`config.mk`:
```
export PLATFORM = sky130hd
export DESIGN_NAME = car_motion_controller
export DESIGN_NICKNAME = d
export VERILOG_FILES = /design/src/rtl/car_motion_controller.sv
export SDC_FILE = /design/constraint.sdc
export NUM_CORES = 1
export LEC_CHECK = 0
export CORE_UTILIZATION = 25
export DETAILED_ROUTE_END_ITERATION = 6
export PLACE_DENSITY_LB_ADDON = 0.25
export SETUP_SLACK_MARGIN = 0.2
export SYNTH_ARGS = -nofsm -noshare
export SYNTH_HDL_FRONTEND = slang
export SYNTH_SLANG_ARGS = --single-unit
export TNS_END_PERCENT = 30
```
`constraint.sdc`:
```
create_clock -name clk -period 4.17 [get_ports clk]
set_clock_uncertainty 0.2 [all_clocks]
set_input_delay 1.251 -clock clk [delete_from_list [all_inputs] [get_ports clk]]
set_output_delay 1.251 -clock clk [all_outputs]
set_load 0.005 [all_outputs]
```
`src/rtl/car_motion_controller.sv`:
```
// Lift car motion controller: travels one floor at a time toward a single accepted target,
// raises a one-cycle arrival event, then holds the car until the door has opened and closed.
module car_motion_controller #(
    parameter  int N_FLOORS            = 12,
    parameter  int FLOOR_TRAVEL_CYCLES = 100,
    parameter  int DOOR_SETTLE_CYCLES  = 4,
    localparam int FW                  = $clog2(N_FLOORS)
) (
    input  logic          clk,
    input  logic          reset,
    input  logic          req_valid,
    input  logic [FW-1:0] req_floor,
    output logic          req_ready,
    input  logic          door_open,
    output logic          arrive_pulse,
    output logic [FW-1:0] current_floor,
    output logic          moving,
    output logic          dir_up,
    output logic          req_err,
    output logic          door_fault
);

    localparam int TW = $clog2(FLOOR_TRAVEL_CYCLES + 1);
    localparam int SW = $clog2(DOOR_SETTLE_CYCLES + 1);
    localparam logic [TW-1:0] TRAVEL_LAST = TW'(FLOOR_TRAVEL_CYCLES - 1);
    localparam logic [SW-1:0] SETTLE_LAST = SW'(DOOR_SETTLE_CYCLES - 1);
    localparam logic [FW:0]   FLOOR_LIMIT = (FW + 1)'(N_FLOORS);

    typedef enum logic [1:0] {
        ST_IDLE       = 2'd0,
        ST_MOVE       = 2'd1,
        ST_WAIT_OPEN  = 2'd2,
        ST_WAIT_CLOSE = 2'd3
    } state_t;

    state_t        r_state;
    logic [FW-1:0] r_floor;
    logic [FW-1:0] r_target;
    logic          r_dir_up;
    logic [TW-1:0] r_travel_cnt;
    logic [SW-1:0] r_settle_cnt;
    logic          r_arrive;
    logic          r_req_err;
    logic          r_door_fault;
    logic          r_moving;

    state_t        w_state_nxt;
    logic [FW-1:0] w_floor_nxt;
    logic [FW-1:0] w_target_nxt;
    logic          w_dir_nxt;
    logic [TW-1:0] w_travel_nxt;
    logic [SW-1:0] w_settle_nxt;
    logic          w_arrive_nxt;
    logic          w_err_nxt;
    logic          w_fault_nxt;
    logic [FW-1:0] w_step_floor;
    logic          w_req_ready;

    // The interlock: a request is only taken while parked with the door shut.
    assign w_req_ready = (r_state == ST_IDLE) && !door_open;

    // Next-state and next-output computation for the motion FSM.
    always_comb begin
        w_state_nxt  = r_state;
        w_floor_nxt  = r_floor;
        w_target_nxt = r_target;
        w_dir_nxt    = r_dir_up;
        w_travel_nxt = r_travel_cnt;
        w_settle_nxt = r_settle_cnt;
        w_arrive_nxt = 1'b0;
        w_err_nxt    = 1'b0;
        w_fault_nxt  = 1'b0;
        w_step_floor = r_dir_up ? (r_floor + FW'(1)) : (r_floor - FW'(1));
        case (r_state)
            ST_IDLE: begin
                if (req_valid && w_req_ready) begin
                    if ({1'b0, req_floor} >= FLOOR_LIMIT) begin
                        w_err_nxt = 1'b1;
                    end else if (req_floor == r_floor) begin
                        w_arrive_nxt = 1'b1;
                        w_settle_nxt = '0;
                        w_state_nxt  = ST_WAIT_OPEN;
                    end else begin
                        w_target_nxt = req_floor;
                        w_dir_nxt    = (req_floor > r_floor);
                        w_travel_nxt = '0;
                        w_state_nxt  = ST_MOVE;
                    end
                end else begin
                    w_state_nxt = ST_IDLE;
                end
            end
            ST_MOVE: begin
                if (r_travel_cnt == TRAVEL_LAST) begin
                    w_travel_nxt = '0;
                    w_floor_nxt  = w_step_floor;
                    // Target was range-checked on accept, so stepping cannot run past the shaft.
                    if (w_step_floor == r_target) begin
                        w_arrive_nxt = 1'b1;
                        w_settle_nxt = '0;
                        w_state_nxt  = ST_WAIT_OPEN;
                    end else begin
                        w_state_nxt = ST_MOVE;
                    end
                end else begin
                    w_travel_nxt = r_travel_cnt + TW'(1);
                end
            end
            ST_WAIT_OPEN: begin
                if (door_open) begin
                    w_settle_nxt = '0;
                    w_state_nxt  = ST_WAIT_CLOSE;
                end else if (r_settle_cnt == SETTLE_LAST) begin
                    w_settle_nxt = '0;
                    w_fault_nxt  = 1'b1;
                    w_state_nxt  = ST_IDLE;
                end else begin
                    w_settle_nxt = r_settle_cnt + SW'(1);
                end
            end
            ST_WAIT_CLOSE: begin
                if (!door_open) begin
                    w_state_nxt = ST_IDLE;
                end else begin
                    w_state_nxt = ST_WAIT_CLOSE;
                end
            end
            default: begin
                w_state_nxt = ST_IDLE;
            end
        endcase
    end

    // State and registered outputs; reset drops any target and homes the car to floor 0.
    always_ff @(posedge clk or negedge reset) begin
        if (!reset) begin
            r_state      <= ST_IDLE;
            r_floor      <= '0;
            r_target     <= '0;
            r_dir_up     <= 1'b1;
            r_travel_cnt <= '0;
            r_settle_cnt <= '0;
            r_arrive     <= 1'b0;
            r_req_err    <= 1'b0;
            r_door_fault <= 1'b0;
            r_moving     <= 1'b0;
        end else begin
            r_state      <= w_state_nxt;
            r_floor      <= w_floor_nxt;
            r_target     <= w_target_nxt;
            r_dir_up     <= w_dir_nxt;
            r_travel_cnt <= w_travel_nxt;
            r_settle_cnt <= w_settle_nxt;
            r_arrive     <= w_arrive_nxt;
            r_req_err    <= w_err_nxt;
            r_door_fault <= w_fault_nxt;
            r_moving     <= (w_state_nxt == ST_MOVE);
        end
    end

    assign req_ready     = w_req_ready;
    assign arrive_pulse  = r_arrive;
    assign current_floor = r_floor;
    assign moving        = r_moving;
    assign dir_up        = r_dir_up;
    assign req_err       = r_req_err;
    assign door_fault    = r_door_fault;

endmodule

```
After elaboration in Yosys (flattened, before gate mapping)
Cells that the tools add are included.
{ "op_classes": {"n_lt_le_gt_ge": 2, "reduce_logical": 10, "add_sub_neg": 4, "n_div": 0, "n_shift": 0, "eq_ne": 14, "n_mul": 0, "muxes": 35, "n_bitwise": 2} }
{ "ops": {"columns": ["op", "count"], "rows": [
  ["$mux 7", 4],
  ["$mux 3", 7],
  ["$mux 2", 8],
  ["$pmux 7 s2", 1],
  ["$mux 1", 11],
  ["$pmux 3 s3", 1],
  ["$eq 4x4->1", 2],
  ["$ne 2x2->1 const B", 4],
  ["$pmux 2 s4", 1],
  ["$reduce_and 4->1", 2],
  ["$add 7x1->7 const B", 1],
  ["$eq 7x7->1 const B", 1],
  ["$reduce_and 6->1", 1],
  ["$add 4x1->4 const B", 1],
  ["$eq 2x1->1 const B", 2],
  ["$eq 2x2->1 const B", 2],
  ["$ge 4x4->1 const B", 1],
  ["$gt 4x4->1", 1],
  ["$mux 4", 1],
  ["$ne 2x1->1 const B", 2],
  ["$sub 4x1->4 const B", 1],
  ["$add 3x1->3 const B", 1],
  ["$eq 3x2->1 const B", 1],
  ["$reduce_bool 3->1", 1],
  ["other kinds (7)", 9]
]} }
{ "word_totals": {"romBits": 0, "output_inout_bits": 10, "input_bits": 8, "register_bits": 25, "word_cells": 77, "n_memories": 0, "latchBits": 0, "ramBits": 0} }

Longest topological paths before layout
Gate-level depths: netlist (run 1).
{ "logic_depth": {"depth_word": 7, "mapped_depth": 7, "mapped_depth_nobuf": 7} }

Worst setup path before layout (run 1)
No wires, ideal clock.
{ "synth_path": {"kind": "input port to output port", "from": "in door_open", "to": "out req_ready", "path_slack_ns": 1.260, "stages": 1, "arrival_ns": 1.459, "n_path_buf": 0, "required_ns": 2.719, "cell_sequence": "nor3_1"} }
{ "synth_via": {"elab_chain_len": 2} }
{ "synth_rtl": {"columns": ["element", "line_no", "rtl"], "rows": [
  ["start, declared", "14", "input logic door_open,"],
  ["$logic_not 1->1", null, null],
  ["$logic_and 1x1->1", "60", "assign w_req_ready = (r_state == ST_IDLE) && !door_open;"],
  ["end, declared", "13", "output logic req_ready,"]
]} }
No other way between the ends.

Worst setup path in the final report (run 1)
Same ends and word-level chain as after synthesis.

==> results.ini, run 1 <==
[clock_network]
cts_buffers=3
clockBufferDepth=2
h-tree-depth=1
cts_tree=done
cts_root_buf=clkbuf_8
clk_latency_ps=270
postCtsResizedCells=0
cts_sinks=25
hold_buffers=0
cts_setup_buffers=0
clkSlewWorstSetupHoldPaths_ps=90

[sta]
grt_setup_unrepaired=false
fmax_mhz=258
worstMarginPinSlew_ps=413
hold_ws_ps=287
period_share_pct=93.1
tns_ps=0
timing.slew.headroom_pct=72.5
final_max_slew_viol_count=0
finalCriticalPeriod_ps=3880
setup-violations-final=0
hold_viol=0

[drt]
drc=0
vias_per_cell=4.64
firstDrtPassIters=4
vias=1044
drtIter0Drc=52
finalWirelength_um=2830
wl_per_cell_um=12.6
ant_nets=0

[die]
dieWidth_um=75.9
fp-row-count=26
die_area_um2=5760
core_area_um2=5170
die_h_um=75.9
ios=18
start_util_pct=26.4

[placement]
gp_routability_congestion=0.854
port_buffers=17
dp_hpwl_um=2090

[yosys]
synth_top_family_by_area=simple AND/OR/NAND/NOR gates
synth_area_um2=1370
synth-compound-area-share_pct=16.8
synthMuxAreaShare_pct=1.65
synthCells=134
synth_edf_count=0
synth.distinct_cells=41
synth_nets=151
postSynthAreaPerCell_um2=10.2
ys_seq_elements=25
synth_top_flop_cell=dfrtp_1
ys_seq_area_share_pct=45.9
async_flop_share_pct=100
synthAdderAreaFrac_pct=8.79
synth-xor-area-share_pct=7.05
synth-simple-area-share_pct=17.3
ys.warnings.count=0

[final_layout]
nNetsFinal=173
area_growth_pct=22.8
layout_common_cells=dfrtp_1 (24), clkdlybuf4s50_1 (17), nor2_1 (13)
antennaDiodeCount=0
drive_gt1_share_pct=9.68
layout_commonest_cell=dfrtp_1
finish.utilization_pct=32.4

[critical_path]
critPathCaptureType=output port
crit_chain=clkdlybuf4s50_1 > nor3_2 > clkdlybuf4s50_1
cpMaxStageDelayCell=clkdlybuf4s50_1
arrival_ps=2430
cp_slowest_stage_delay_ps=530
criticalPathCategory=in -> out
worstSetupStartpointType=input pin
r2r.worst_path.cells=7
rrSetupSlack_ps=1690
crit_top_cell=clkdlybuf4s50_1
cp.required_ps=2720
crit_fanout=4

[pwr]
vdd_ir_drop_max_mv=0.225
power.density_nw_per_um2=599
leakage_nw=0.708

[hold_path]
min_path_cells=1
hold_path.class=reg -> reg

[global_routing]
grt_pass1_vias=1022
grt_overflow_total=0
antenna_found_initial=0
grt_pass1_wl_um=4910
track_usage_pct=10.6
grt_max_degree=26

[run_status]
status=complete, no violations

[run]
maxCapViolCount=0

report_power, final:
group	internal (mW)	switching, mW
logic	0.211	0.219
registers	0.329	0.0991
clock network	0.0669	0.0799
layer usage:
layer | global-route usage [%] | up-vias | wire length [um]
met1 | 14.1 | 498 | 1390
li1 | - | 517 | -
met4 | 4.62 | 0 | 44
met2 | 17.0 | 25 | 1320
met3 | 1.69 | 4 | 73
met5 | 0 | - | 0
stage by stage:
stage	instances	total power [mW]	area, um^2	setup WS (ps)
2_1_floorplan	134	0.722	1370	1260
3_3_place_gp	221	0.848	1630	292
3_5_place_dp	221	0.858	1630	249
6_report	225	1.00	1680	289
4_1_cts	225	1.01	1670	242
5_1_grt	225	1.09	1680	219
logic make-up after synthesis:
| group | count (synthesis) |
|---|---|
| compound gates | 33 |
| fa+ha+maj | 9 |
| xor+xnor | 11 |
| simple gates | 45 |
| buf+inv | 9 |
| mux | 2 |
| flops | 25 |
critical path: cells and delay by family:
| kind | cells | cell delay, ps |
|---|---|---|
| and+or+nand+nor | 1 | 170 |
| buffers and inverters | 2 | 1010 |
cell usage after synthesis (2+ instances only):
| cell | number | area (um^2) |
|---|---|---|
| a21o_1 | 3 | 22.5 |
| a21oi_1 | 6 | 30.0 |
| a21oi_2 | 2 | 17.5 |
| a31oi_1 | 3 | 18.8 |
| a41oi_1 | 2 | 17.5 |
| dfrtp_1 | 24 | 601 |
| ha_1 | 8 | 100 |
| inv_1 | 8 | 30.0 |
| nand2_1 | 11 | 41.3 |
| nand2b_1 | 5 | 31.3 |
| nand3_1 | 4 | 20.0 |
| nor2_1 | 13 | 48.8 |
| nor3_1 | 2 | 10.0 |
| nor3_2 | 2 | 20.0 |
| o21a_1 | 2 | 15.0 |
| o21ai_0 | 3 | 15.0 |
| o21ai_1 | 2 | 10.0 |
| o22a_1 | 2 | 17.5 |
| xnor2_1 | 10 | 87.6 |
area by class of cell:
cell class,instances,area (um^2)
sequential,25,627
fill,531,3490
clock buffer,3,41.3
clock inverter,1,5.00
multi-input combinational,100,709
timing repair buffer,18,178
tap,70,87.6
inverter,8,30.0
final timing paths:
path                                        from              end
max in group asynchronous                  reset           dir_up
min in group asynchronous                  reset  r_travel_cnt[6]
worst min register to register   r_travel_cnt[6]  r_travel_cnt[6]
worst max register to register  current_floor[0]  r_settle_cnt[1]
worst max-delay path                   door_open        req_ready
worst min-delay path             r_travel_cnt[6]  r_travel_cnt[6]
state kept, by name (all words and copies together) (netlist names):
signal	flops
arrive_pulse	1
current_floor	4
dir_up	1
door_fault	1
moving	1
r_settle_cnt	3
r_state	2
r_target	4
r_travel_cnt	7
req_err	1
No activity file was read; power rests on OpenSTA's default activity.
==> inputs of run 2 (changes only) <==
Settings changed: CORE_UTILIZATION 25 to 30.
==> results.ini, run 2 (synthesized netlist as in run 1, its figures left out) <==
[run_status]
status=complete, no violations

[pwr]
power.density_nw_per_um2=602
p_total_mw=0.996
vdd_ir_drop_max_mv=0.167
leakage_nw=0.705

[hold_path]
min_to=r_travel_cnt[6]
min_from=r_travel_cnt[6]
min_path_cells=1
hold_path.class=reg -> reg

[drt]
firstDrtPassIters=4
finalWirelength_um=2700
vias=1038
ant_nets=0
drc=0
drtIter0Drc=52
wl_per_cell_um=13.1
vias_per_cell=5.01

[critical_path]
cp.required_ps=2720
criticalPathCategory=in -> out
critPathTopFamily=buffers and inverters
r2r-start=dir_up
worstSetupStartpointType=input pin
crit_chain=clkdlybuf4s50_1 > nor3_2 > clkdlybuf4s50_1
r2r.worst_path.cells=7
critPathBufInv=2
crit_fanout=4
arrival_ps=2400
timing.rr.end=r_settle_cnt[1]
rrSetupSlack_ps=1720
critPathCaptureType=output port
cpMaxStageDelayCell=clkdlybuf4s50_1
cp_slowest_stage_delay_ps=520
crit_top_cell=clkdlybuf4s50_1

[clock_network]
clk_latency_ps=270
cts_tree=done
h-tree-depth=1
postCtsResizedCells=0
clkSlewWorstSetupHoldPaths_ps=80
hold_buffers=0
cts_buffers=3
cts_setup_buffers=0
cts_root_buf=clkbuf_8
cts_sinks=25
clockBufferDepth=2

[sta]
timing.slew.headroom_pct=73.4
worstMarginPinSlew_ps=398
fmax_mhz=260
tns_ps=0
finalCriticalPeriod_ps=3850
grt_setup_unrepaired=false
setup-violations-final=0
period_share_pct=92.3
hold_viol=0
final_max_slew_viol_count=0

[global_routing]
grt_overflow_total=0
track_usage_pct=12.6
grt_pass1_wl_um=4980
antenna_found_initial=0
grt_max_degree=26
grt_pass1_vias=1066

[die]
fp-row-count=24
start_util_pct=31.4
ios=18
core_area_um2=4350
dieWidth_um=69.5
die_area_um2=4830
die_h_um=69.5

[final_layout]
largest_reg_flops=7
layout_common_cells=dfrtp_1 (24), clkdlybuf4s50_1 (17), nor2_1 (13)
nNetsFinal=173
antennaDiodeCount=0
area_growth_pct=21.1
layout_commonest_cell=dfrtp_1
final_cells=207
drive_gt1_share_pct=9.03
regMostFlops=r_travel_cnt

[placement]
numPlacedInstances=203
dp_hpwl_um=2030
port_buffers=17
gp_routability_congestion=0.815

[run]
maxCapViolCount=0

[run 2: cell count changes in the layout (fill, tap and decap cells not counted), sizes merged]
cell	change
clkinv	-1
clkbuf	+1
[run 2: power by group]
group / switching [mW] / leakage [nW] / total, mW / internal (mW)
registers: 0.0960 / 0.323 / 0.425 / 0.329
clock network: 0.0755 / 0.0228 / 0.144 / 0.0683
logic: 0.216 / 0.359 / 0.427 / 0.211
[run 2: worst max-delay path by stage]
stage / endpoint / cells after the start / from
2_1_floorplan: req_ready / 1 / door_open
3_3_place_gp: req_ready / 3 / door_open
3_5_place_dp: req_ready / 3 / door_open
4_1_cts: req_ready / 3 / door_open
5_1_grt: req_ready / 3 / door_open
6_report: req_ready / 3 / door_open
[run 2: through the flow]
| step | setup WS, ps | hold WS (ps) | cell area, um^2 | util, % |
|---|---|---|---|---|
| final | 319 | 286 | 1650 | 38.0 |
| after global routing | 255 | 304 | 1650 | 38.0 |
| after CTS | 250 | 292 | 1650 | 37.9 |
| after detailed placement | 258 | 270 | 1600 | 36.8 |
| after global placement | 299 | 260 | 1600 | 36.8 |
| after floorplan | 1260 | 240 | 1370 | - |
[run 2: final cells by class]
| type | instances | area, um^2 |
|---|---|---|
| repair buffers | 18 | 178 |
| well taps | 52 | 65.1 |
| flip-flops and latches | 25 | 627 |
| inverters | 8 | 30.0 |
| clock buffers | 4 | 45.0 |
| multi-input cells | 100 | 709 |
| fillers | 441 | 2700 |
[run 2: layer usage]
metal	vias to the layer above	routed length (um)	track usage, %
li1	516	-	-
met1	504	1330	17.2
met2	13	1270	20.5
met3	5	49	1.60
met4	0	49	4.76
met5	-	0	0
==> inputs of run 3 (changes only) <==
Settings changed: ABC_AREA from default to 0.
Clock period 4.17 ns to 4.47 ns, I/O delays scaled along.
==> results.ini, run 3 (synthesized netlist as in run 1, its figures left out) <==
[sta]
worstMarginPinSlew_ps=386
grt_setup_unrepaired=false
setup-violations-final=0
tns_ps=0
fmax_mhz=245
final_max_slew_viol_count=0
finalCriticalPeriod_ps=4090
hold_viol=0
timing.slew.headroom_pct=74.3
period_share_pct=91.5

[final_layout]
layout_commonest_cell=dfrtp_1
drive_gt1_share_pct=8.39
antennaDiodeCount=0
largest_reg_flops=7
regMostFlops=r_travel_cnt
nNetsFinal=173
area_growth_pct=20.7
layout_common_cells=dfrtp_1 (24), clkdlybuf4s50_1 (17), nor2_1 (13)
nFillCells=438

[pwr]
p_total_mw=0.927
clock_power_share_pct=14.5
vdd_ir_drop_max_mv=0.155
leakage_nw=0.703
netSwitchingPower_mw=0.360
swShare_pct=38.9
seqPwrFrac_pct=42.7
comb_power_share_pct=42.8
power.density_nw_per_um2=562
cellInternalPower_mw=0.566

[hold_path]
hold_path.class=reg -> reg

[critical_path]
arrival_ps=2550
crit_fanout=4
worstSetupStartpointType=input pin
cp.required_ps=2930
criticalPathCategory=in -> out
critPathCaptureType=output port

[die]
dieWidth_um=69.5
die_h_um=69.5
ios=18
start_util_pct=31.4
core_area_um2=4350
fp-row-count=24
die_area_um2=4830

[clock_network]
clk_latency_ps=270
postCtsResizedCells=0
cts_setup_buffers=0
cts_buffers=3
clockBufferDepth=2
cts_root_buf=clkbuf_8
h-tree-depth=1
hold_buffers=0
cts_tree=done
clkSlewWorstSetupHoldPaths_ps=80
cts_sinks=25

[global_routing]
grt_overflow_total=0
gr-max-usage-layer=met2
track_usage_pct=12.5
use_met1_pct=16.0
grt_pass1_wl_um=4830
grt_max_degree=26
grt_pass1_vias=1039
grt.met2_usage_pct=20.7
antenna_found_initial=0
use_met3_pct=1.45

[drt]
ant_nets=0
finalWirelength_um=2760
drc=0
drtIter0Drc=59
vias=1043
vias_per_cell=5.04
wl_per_cell_um=13.3
firstDrtPassIters=4

[run]
maxCapViolCount=0

[placement]
port_buffers=17
dp_hpwl_um=2030
gp_routability_congestion=0.796

[run_status]
status=complete, no violations

[run 3: cell type report]
type | instances | area, um^2 | area share, %
flip-flops and latches | 25 | 627 | 38.0
repair buffers | 18 | 178 | 10.8
multi-input cells | 100 | 704 | 42.7
inverters | 8 | 30.0 | 1.82
clock buffers | 4 | 45.0 | 2.73
well taps | 52 | 65.1 | 3.95
[run 3: per-layer routing]
metal  vias up  wire length, um
met5         -                0
met4         0               51
met3         4               57
met2        16             1320
met1       510             1330
li1        513                -
[run 3: worst max-delay path, stage by stage]
cell	delay (ps)
clkdlybuf4s50_1	470
nor3_1	200
clkdlybuf4s50_1	540
[run 3: per-stage QoR]
step	hold WS [ps]	utilization [%]	area (um^2)	instances	setup slack [ps]
floorplan	240	-	1370	134	1380
global placement	261	36.8	1600	203	418
detailed placement	276	36.8	1600	203	384
CTS	290	37.9	1650	207	375
global route	333	37.9	1650	207	329
finish	292	37.9	1650	207	380
[run 3: power by group through the flow]
stage / Clock [mW] / Sequential, mW / Combinational (mW)
finish: 0.134 / 0.396 / 0.397
global route: 0.152 / 0.408 / 0.449
CTS: 0.140 / 0.396 / 0.403
detailed placement: 0 / 0.400 / 0.399
global placement: 0 / 0.397 / 0.394
floorplan: 0 / 0.373 / 0.300
[run 3: worst paths after layout]
| check | startpoint | endpoint | slack, ps | depth (start not counted) |
|---|---|---|---|---|
| setup / recovery | door_open | req_ready | 380 | 3 |
| hold / removal | r_travel_cnt[6] | r_travel_cnt[6] | 290 | 1 |
| setup reg to reg | current_floor[0] | r_settle_cnt[1] | 2050 | 7 |
| hold reg to reg | r_travel_cnt[6] | r_travel_cnt[6] | 290 | 1 |
| max in group asynchronous | reset | dir_up | 2560 | 2 |
| min in group asynchronous | reset | r_target[3] | 1220 | 2 |
